File: config.mk
export PLATFORM = sky130hd
export DESIGN_NAME = xbee_api_tx
export DESIGN_NICKNAME = d
export VERILOG_FILES = /design/src/rtl/xbee_pkg.sv /design/src/rtl/uart_tx_byte.sv /design/src/rtl/xbee_api_tx.sv
export SDC_FILE = /design/constraint.sdc
export NUM_CORES = 1
export LEC_CHECK = 0
export CORE_MARGIN = 1.5
export CORE_UTILIZATION = 65
export CTS_CLUSTER_SIZE = 24
export DETAILED_ROUTE_END_ITERATION = 16
export GPL_TIMING_DRIVEN = 1
export MAX_ROUTING_LAYER = met4
export PLACE_DENSITY = 0.88
export SYNTH_ARGS = -nofsm -noshare
export SYNTH_HDL_FRONTEND = slang
export SYNTH_HIERARCHICAL = 1
export SYNTH_SLANG_ARGS = --single-unit
File: constraint.sdc
create_clock -name FAB_CLK -period 4.6 [get_ports FAB_CLK]
set_input_delay 0.46 -clock FAB_CLK [delete_from_list [all_inputs] [get_ports FAB_CLK]]
set_output_delay 0.46 -clock FAB_CLK [all_outputs]
set_load 0.01 [all_outputs]
File: src/rtl/xbee_pkg.sv
// Shared constants, frame state encoding and reserved-byte test for the xBee API transmitter.
package xbee_pkg;

    localparam logic [7:0] XBEE_DELIM = 8'h7E;
    localparam logic [7:0] XBEE_ESC   = 8'h7D;
    localparam logic [7:0] XBEE_XOR   = 8'h20;
    localparam logic [7:0] XBEE_XON   = 8'h11;
    localparam logic [7:0] XBEE_XOFF  = 8'h13;

    typedef enum logic [2:0] {
        ST_IDLE,
        ST_DELIM,
        ST_LEN_H,
        ST_LEN_L,
        ST_PAYLOAD,
        ST_CSUM,
        ST_DONE
    } frame_state_e;

    function automatic logic is_reserved(input logic [7:0] b);
        return (b == XBEE_DELIM) || (b == XBEE_ESC) || (b == XBEE_XON) || (b == XBEE_XOFF);
    endfunction

endpackage

File: src/rtl/uart_tx_byte.sv
// 8N1/8N2 byte serialiser; the final stop-bit cycle is the idle cycle in which the
// next byte is accepted, so back-to-back bytes leave no gap on the line.
module uart_tx_byte #(
    parameter int DIV       = 2,
    parameter int STOP_BITS = 1
) (
    input  logic       FAB_CLK,
    input  logic       FAB_RESET,
    input  logic [7:0] DATA,
    input  logic       VALID,
    output logic       READY,
    output logic       TXD
);

    localparam int             CW     = $clog2(DIV);
    localparam logic [CW-1:0]  DIV_M1 = CW'(DIV - 1);
    localparam logic [CW-1:0]  DIV_M2 = CW'(DIV - 2);
    localparam logic [3:0]     LAST_B = 4'(8 + STOP_BITS);

    logic          busy_q;
    logic          txd_q;
    logic [CW-1:0] div_q;
    logic [3:0]    bit_q;
    logic [8:0]    shf_q;
    logic          last_bit;

    assign READY    = !busy_q;
    assign TXD      = txd_q;
    assign last_bit = (bit_q == LAST_B);

    always_ff @(posedge FAB_CLK) begin
        if (FAB_RESET) begin
            busy_q <= 1'b0;
            txd_q  <= 1'b1;
            div_q  <= '0;
            bit_q  <= '0;
            shf_q  <= '1;
        end else if (!busy_q) begin
            if (VALID) begin
                busy_q <= 1'b1;
                txd_q  <= 1'b0;
                shf_q  <= {1'b1, DATA};
                div_q  <= '0;
                bit_q  <= '0;
            end
        end else if (div_q == (last_bit ? DIV_M2 : DIV_M1)) begin
            div_q <= '0;
            // Ones shift in behind the data so the stop bits come out for free.
            if (last_bit) begin
                busy_q <= 1'b0;
            end else begin
                bit_q <= bit_q + 4'd1;
                txd_q <= shf_q[0];
                shf_q <= {1'b1, shf_q[8:1]};
            end
        end else begin
            div_q <= div_q + CW'(1);
        end
    end

endmodule

File: src/rtl/xbee_api_tx.sv
// xBee API frame transmitter: buffers payload bytes and on SEND emits
// 7E, LEN_H, LEN_L, payload, checksum, optionally with API-mode-2 escaping.
module xbee_api_tx
    import xbee_pkg::*;
#(
    parameter int CLK_HZ    = 40000000,
    parameter int BAUD      = 9600,
    parameter int DEPTH     = 64,
    parameter int STOP_BITS = 1,
    parameter int ESCAPED   = 0
) (
    input  logic       FAB_CLK,
    input  logic       FAB_RESET,
    input  logic [7:0] WR_DATA,
    input  logic       WR_VALID,
    output logic       WR_READY,
    input  logic       SEND,
    output logic       BUSY,
    output logic       FRAME_DONE,
    output logic       UART_TXD
);

    localparam int DIV = CLK_HZ / BAUD;
    localparam int AW  = $clog2(DEPTH);
    localparam int CW  = AW + 1;

    logic [7:0]    mem_q [DEPTH];
    logic [CW-1:0] cnt_q;
    logic [AW-1:0] rd_q;
    logic [7:0]    sum_q;
    frame_state_e  st_q;
    logic          busy_q, done_q, esc_q, sent_q;

    logic          wr_fire;
    logic [AW-1:0] wr_addr;
    logic [15:0]   len_w;
    logic [7:0]    raw, tx_data;
    logic          need_esc, tx_valid, tx_ready, tx_take, byte_done;

    assign WR_READY   = !busy_q && (cnt_q < CW'(DEPTH));
    assign BUSY       = busy_q;
    assign FRAME_DONE = done_q;
    assign wr_fire    = WR_VALID && WR_READY;
    // The DONE cycle clears the buffer, so a write landing there starts it afresh.
    assign wr_addr    = (st_q == ST_DONE) ? '0 : cnt_q[AW-1:0];
    assign len_w      = 16'(cnt_q);

    always_comb begin
        raw = XBEE_DELIM;
        case (st_q)
            ST_LEN_H:   raw = len_w[15:8];
            ST_LEN_L:   raw = len_w[7:0];
            ST_PAYLOAD: raw = mem_q[rd_q];
            ST_CSUM:    raw = 8'hFF - sum_q;
            default:    raw = XBEE_DELIM;
        endcase
    end

    assign need_esc  = (ESCAPED != 0) && (st_q != ST_DELIM) && is_reserved(raw);
    assign tx_data   = esc_q ? (raw ^ XBEE_XOR) : (need_esc ? XBEE_ESC : raw);
    assign tx_valid  = (st_q == ST_DELIM) || (st_q == ST_LEN_H) || (st_q == ST_LEN_L) ||
                       (st_q == ST_PAYLOAD) || ((st_q == ST_CSUM) && !sent_q);
    assign tx_take   = tx_valid && tx_ready;
    assign byte_done = tx_take && (esc_q || !need_esc);

    always_ff @(posedge FAB_CLK) begin
        if (wr_fire) mem_q[wr_addr] <= WR_DATA;
    end

    always_ff @(posedge FAB_CLK) begin
        if (FAB_RESET) begin
            st_q   <= ST_IDLE;
            cnt_q  <= '0;
            rd_q   <= '0;
            sum_q  <= '0;
            busy_q <= 1'b0;
            done_q <= 1'b0;
            esc_q  <= 1'b0;
            sent_q <= 1'b0;
        end else begin
            done_q <= 1'b0;
            if (wr_fire) begin
                cnt_q <= cnt_q + CW'(1);
                sum_q <= sum_q + WR_DATA;
            end
            if (tx_take) esc_q <= need_esc && !esc_q;
            case (st_q)
                ST_IDLE: if (SEND && ((cnt_q != '0) || wr_fire)) begin
                    st_q   <= ST_DELIM;
                    busy_q <= 1'b1;
                    rd_q   <= '0;
                    sent_q <= 1'b0;
                end
                ST_DELIM: if (byte_done) st_q <= ST_LEN_H;
                ST_LEN_H: if (byte_done) st_q <= ST_LEN_L;
                ST_LEN_L: if (byte_done) st_q <= ST_PAYLOAD;
                ST_PAYLOAD: if (byte_done) begin
                    if ({1'b0, rd_q} == cnt_q - CW'(1)) st_q <= ST_CSUM;
                    else                                 rd_q <= rd_q + AW'(1);
                end
                ST_CSUM: begin
                    // READY returning marks the final stop-bit cycle of the checksum.
                    if (byte_done) begin
                        sent_q <= 1'b1;
                    end else if (sent_q && tx_ready) begin
                        st_q   <= ST_DONE;
                        busy_q <= 1'b0;
                        done_q <= 1'b1;
                    end
                end
                ST_DONE: begin
                    st_q  <= ST_IDLE;
                    cnt_q <= wr_fire ? CW'(1) : '0;
                    sum_q <= wr_fire ? WR_DATA : 8'h00;
                end
                default: st_q <= ST_IDLE;
            endcase
        end
    end

    uart_tx_byte #(
        .DIV       (DIV),
        .STOP_BITS (STOP_BITS)
    ) u_uart (
        .FAB_CLK   (FAB_CLK),
        .FAB_RESET (FAB_RESET),
        .DATA      (tx_data),
        .VALID     (tx_valid),
        .READY     (tx_ready),
        .TXD       (UART_TXD)
    );

endmodule

Yosys cells after proc, flatten, opt, wreduce, memory -nomap -nowiden. Memories as Yosys holds them, arrays and structs flattened. A register that Yosys moved wholly into a read port is not among the register bits. Index checks and enable logic that the tools add are counted.

Add/sub/neg operators: 7. Magnitude comparators: 1. Eq/ne operators: 21. Mux-type cells: 53. Bitwise logic cells: 1. Reductions and logical operators: 26.

Operators by type and width (count): $mux W13 (3); $mux W6 (6); $mux W9 (4); $pmux W8 S4 (1); $mux W3 (8); $mux W8 (3); $ne A2 B2 Y1 const B (10); $mux W1 (18); $pmux W3 S6 (1); $mux W4 (4); $mux W7 (2); $add A13 B1 Y13 const B (1); $eq A13 B13 Y1 (1); $pmux W6 S2 (1); $eq A3 B3 Y1 const B (3); $add A8 B8 Y8 (1); $reduce_and A4 Y1 (2); $reduce_and A8 Y1 (1); $reduce_bool A2 Y1 (4); $sub A8 B8 Y8 const A (1); $add A7 B1 Y7 const B (1); $eq A6 B7 Y1 (1); $lt A7 B7 Y1 const B (1); $reduce_bool A7 Y1 (1); 15 further kinds (30).

Register bits: 55. Memory bits (writable): 512. Bits of input ports: 12. Output and inout bits: 4. Word-level logic and storage cells: 122. Memories: 1.

Memories: mem_q (depth 64, width 8, rd ports 1, clocked after memory_dff 1, write ports 1, line xbee_api_tx.sv:27) `logic [7:0] mem_q [DEPTH];`.

Depth between registers and ports, before layout.
Depth in word-level cells: 10. Mapped depth: 12. Gate-level depth less buffers: 10.

Hierarchy. Netlist, hierarchy kept.

Modules (own cells, without submodules): xbee_api_tx (times used 1, cells an instance 1123, area an instance 21932.3 sq um, seq. area each 16035.4 sq um); uart_tx_byte (times used 1, cells an instance 164, area an instance 1498.9 sq um, seq. area each 540.5 sq um).

Worst setup path after synthesis. No wires, ideal clock.

Path kind: reg-to-reg. Start point: register (tool-made name). End point: register u_uart.shf_q[7]. Setup time: 127 ps. Arrival: 2731 ps. Data required time: 4473 ps. Path slack: 1742 ps. Cell stages (with the launch flop): 10. Path buffers: 2. Period minus slack after synthesis: 2858 ps. Cells stage by stage: dfxtp_1 -> buf_2 -> buf_1 -> mux4_2 -> mux4_2 -> a21oi_1 -> nor2_1 -> a311o_1 -> mux2_1 -> or3_1.

RTL lines: end signal, assigned (line uart_tx_byte.sv:42) `shf_q <= {1'b1, DATA};`; end signal, assigned (line uart_tx_byte.sv:54) `shf_q <= {1'b1, shf_q[8:1]};`; end, declared (line uart_tx_byte.sv:24) `logic [8:0] shf_q;`.

==> metrics.md <==
| Metric | Value |
|---|---|
| Synth warn | 6 |
| Clock period minus worst slack | 3620 ps |
| Final setup viols | 0 |
| Worst Skew | 20.4 ps |
| Clock slew at reported path FFs | 70 ps |
| PortBufs | 15 |
| Clk sink count | 572 |
| Top post-synthesis cells by area | edfxtp_1, mux4_2, dfxtp_1 |
| Routed WL per cell | 29.4 um |
| Metal2 WL | 26600 um |
| Initial core utilization | 65.9% |
| Nets@finish | 1369 |
| Row count | 69 |
| I/O pin cnt | 16 |
| Routed wl met3 | 5400 um |
| Sequential area share after synthesis | 70.7% |
| CP max FO | 46 |
| Post-route insts no fill | 1847 |
| R2r worst-path depth | 9 |
| Comb power frac | 14.2% |
| Crit path required time | 5090 ps |
| Critical Path Start Type | register |
| Most numerous cell in the Yosys netlist | edfxtp_1 |
| R2r endpoint | u_uart/shf_q[7] |
| Rel. slew slack | 35.8% |
| WL final | 54300 um |
| Total core area | 35600 um2 |
| DRT iter0 DRCs | 1524 |
| Placed cell count | 1747 |
| Setup_tns | 0 ps |
| Cell Area, Synth | 23400 um2 |
| Diodes inserted | 0 |
| Post-synthesis mux area share | 16.1% |
| Inserted Clock Buffers | 55 |
| Synth Area per Inst | 18.2 um2 |
| CTS max path bufs | 3 |
| Via density | 6.90 |
| Tot Pwr | 0.0120 W |
| Fillers | 2007 |
| Slew Viols, Final | 0 |
| Die X | 193 um |
| Die Area | 37200 um2 |
| Post-synth top cells | edfxtp_1, mux4_2, nor2_1 |
| Finished Core Util | 72.9% |
| Ys async rst share | 0% |
| RSZ-0062 raised after global routing | no |
| Largest family of logic cells by synthesized area | multiplexers |
| Seq cells post-synth | 572 |
| Worst VDD drop | 0.389 mV |
| Antenna violations before repair | 0 |
| Grt total ovfl | 0 |
| Worst Max-Slew Pin Slew | 960 ps |
| Prevailing post-synth register cell | edfxtp_1 |
| Number of global-route vias before repair | 12800 |
| Seq pwr share | 49.6% |
| Synth-to-Final Area Change | 10.6% |
| Highest Signal Layer | met4 |
| Routability cong. | 0.939 |
| Clk pwr share | 36.3% |
| Max Clk Rate | 0.276 GHz |
| Post-route DRC | 0 |
| Final period util | 78.8% |
| DIE HEIGHT | 193 um |
| P_int | 0.00896 W |
| First-pass GRT wire length | 80900 um |
| Synthesized instance count | 1287 |
| Final Instance Area | 25900 um2 |
| Number of flops mapped to enable cells by yosys | 512 |
| Worst EP arrival | 4110 ps |
| Clock root cell | clkbuf_16 |
| Run status | completed |
| Hold path start | WR_DATA[1] |
| Worst Setup End Kind | register |
| PD cells | 463 nW/um2 |
| Synth Area in Simple Gates | 5.47% |
| Distinct cells, synth | 79 |
| Reg2reg setup slack | 980 ps |
| Routed vias | 12700 |
| Hold endpoint | mem_q[36][1] |
| Xor and xnor area share after synthesis | 0.929% |
| MaxCap Viol Count | 0 |
| GRT Util Overall | 31.7% |
| Final Hold Viols | 0 |
| CTS tree | yes |
| Synth top area share | 65.6% |
| Hold/Removal Path Class | in -> reg |
| Placed instance area | 24200 um2 |
| Fraction of layout cells with a size suffix above 1 | 23.7% |
| WHS Path Cells | 1 |
| Sw Ratio | 25.3% |
| Post-Synth Adder-Cell Area | 0.780% |
| Syn Nets | 1313 |
| Leakage | 8.04 nW |
| P_sw | 0.00304 W |
| Post-Route M1 WL | 20300 um |
| Critical path class | reg -> reg |
| Post-cts sizing count | 0 |
| Compound-Gate Fraction of Synth Area | 4.20% |
| Synth area leader | edfxtp_1 |
| Hold-fix buffers, CTS | 0 |
| DR pass1 iterations | 5 |
| Largest net degree at the start of global routing | 83 |
| Clk Latency, worst-skew pair | 620 ps |
| Setup bufs post-CTS | 0 |
| Antenna Violating Nets Remaining | 0 |
| CTS H-tree lvls | 2 |
| DP HPWL | 32200 um |
==> cell families after synthesis <==
logic type	after synthesis
AO/OA/AOI/OAI	138
XOR/XNOR	24
adder cells (fa/ha/maj)	14
buffers and inverters	88
flip-flops	572
multiplexers	187
AND/OR/NAND/NOR	264
==> registers in the layout, summed over array words and instances, names as in the netlist, named ones only <==
register       flops
BUSY               1
FRAME_DONE         1
u_uart/TXD         1
st_q               3
mem_q            512
u_uart/busy_q      1
u_uart/bit_q       4
rd_q               6
sent_q             1
sum_q              8
u_uart/shf_q       8
u_uart/div_q      13
cnt_q              7
==> worst max-delay path by stage <==
stage,slack [ps],cells past startpoint,to
2_1_floorplan,1740,9,u_uart/shf_q[7]
3_3_place_gp,980,9,u_uart/shf_q[7]
3_5_place_dp,1000,9,u_uart/shf_q[7]
4_1_cts,950,9,u_uart/shf_q[7]
5_1_grt,750,9,u_uart/shf_q[7]
6_report,980,9,u_uart/shf_q[7]
==> metrics by stage <==
stage | hold slack, ps | setup slack [ps]
finish | 296 | 977
global route | 305 | 746
CTS | 278 | 949
detailed placement | 464 | 1000
global placement | 450 | 984
floorplan | 435 | 1740
==> routing by layer <==
metal / track usage, % / up-vias
met4: 11.7 / 0
met1: 42.0 / 6489
met5: - / -
met3: 6.27 / 151
met2: 49.4 / 779
li1: - / 5317
==> layout by cell type, fill, tap and decap left out, drive strengths merged, types with 7 or more instances in the layout <==
cell type      Yosys  routed
nand3             18      18
clkbuf            32      74
nor2b              7       7
buf               37      61
nand4             10      10
nand2             39      39
and2              11      11
clkdlybuf4s50      0       7
o211ai            15      15
mux2               9       9
a211oi            12      12
edfxtp           512     512
a31oi             10      10
mux4             151     151
and3               8       8
inv               18      20
xor2              18      18
o21ai             25      25
nor3              13      13
a21oi             26      26
nor2             125     125
ha                13      13
dfxtp             60      60
or3                8       8
clkinv             1      19
mux2i             27      27
nand2b             7       7
==> power by group through the flow <==
stage	combinational [W]	sequential [W]	clock, W
2_1_floorplan	0.00138	0.00591	0
3_3_place_gp	0.00162	0.00605	0
3_5_place_dp	0.00166	0.00606	0
4_1_cts	0.00169	0.00595	0.00438
5_1_grt	0.00181	0.00597	0.00456
6_report	0.00170	0.00595	0.00435
==> cell type report <==
cell class / instances / area, um2 / share of cell area [%]
timing repair buffer: 68 / 533 / 2.06
inverter: 19 / 71.3 / 0.275
tap: 461 / 577 / 2.23
clock buffer: 74 / 1510 / 5.82
clock inverter: 26 / 201 / 0.777
multi-input combinational: 627 / 6440 / 24.8
sequential: 572 / 16600 / 64.0
==> worst max-delay path: stages (launching register included) <==
cell and delay (ps):
dfxtp_4 950, buf_4 460, mux4_2 580, mux2i_1 150, a211oi_1 90, a21oi_1 230
nor2_1 70, a311o_1 320, mux2_1 280, or3_1 330
Power figures use the tool's default switching activity.
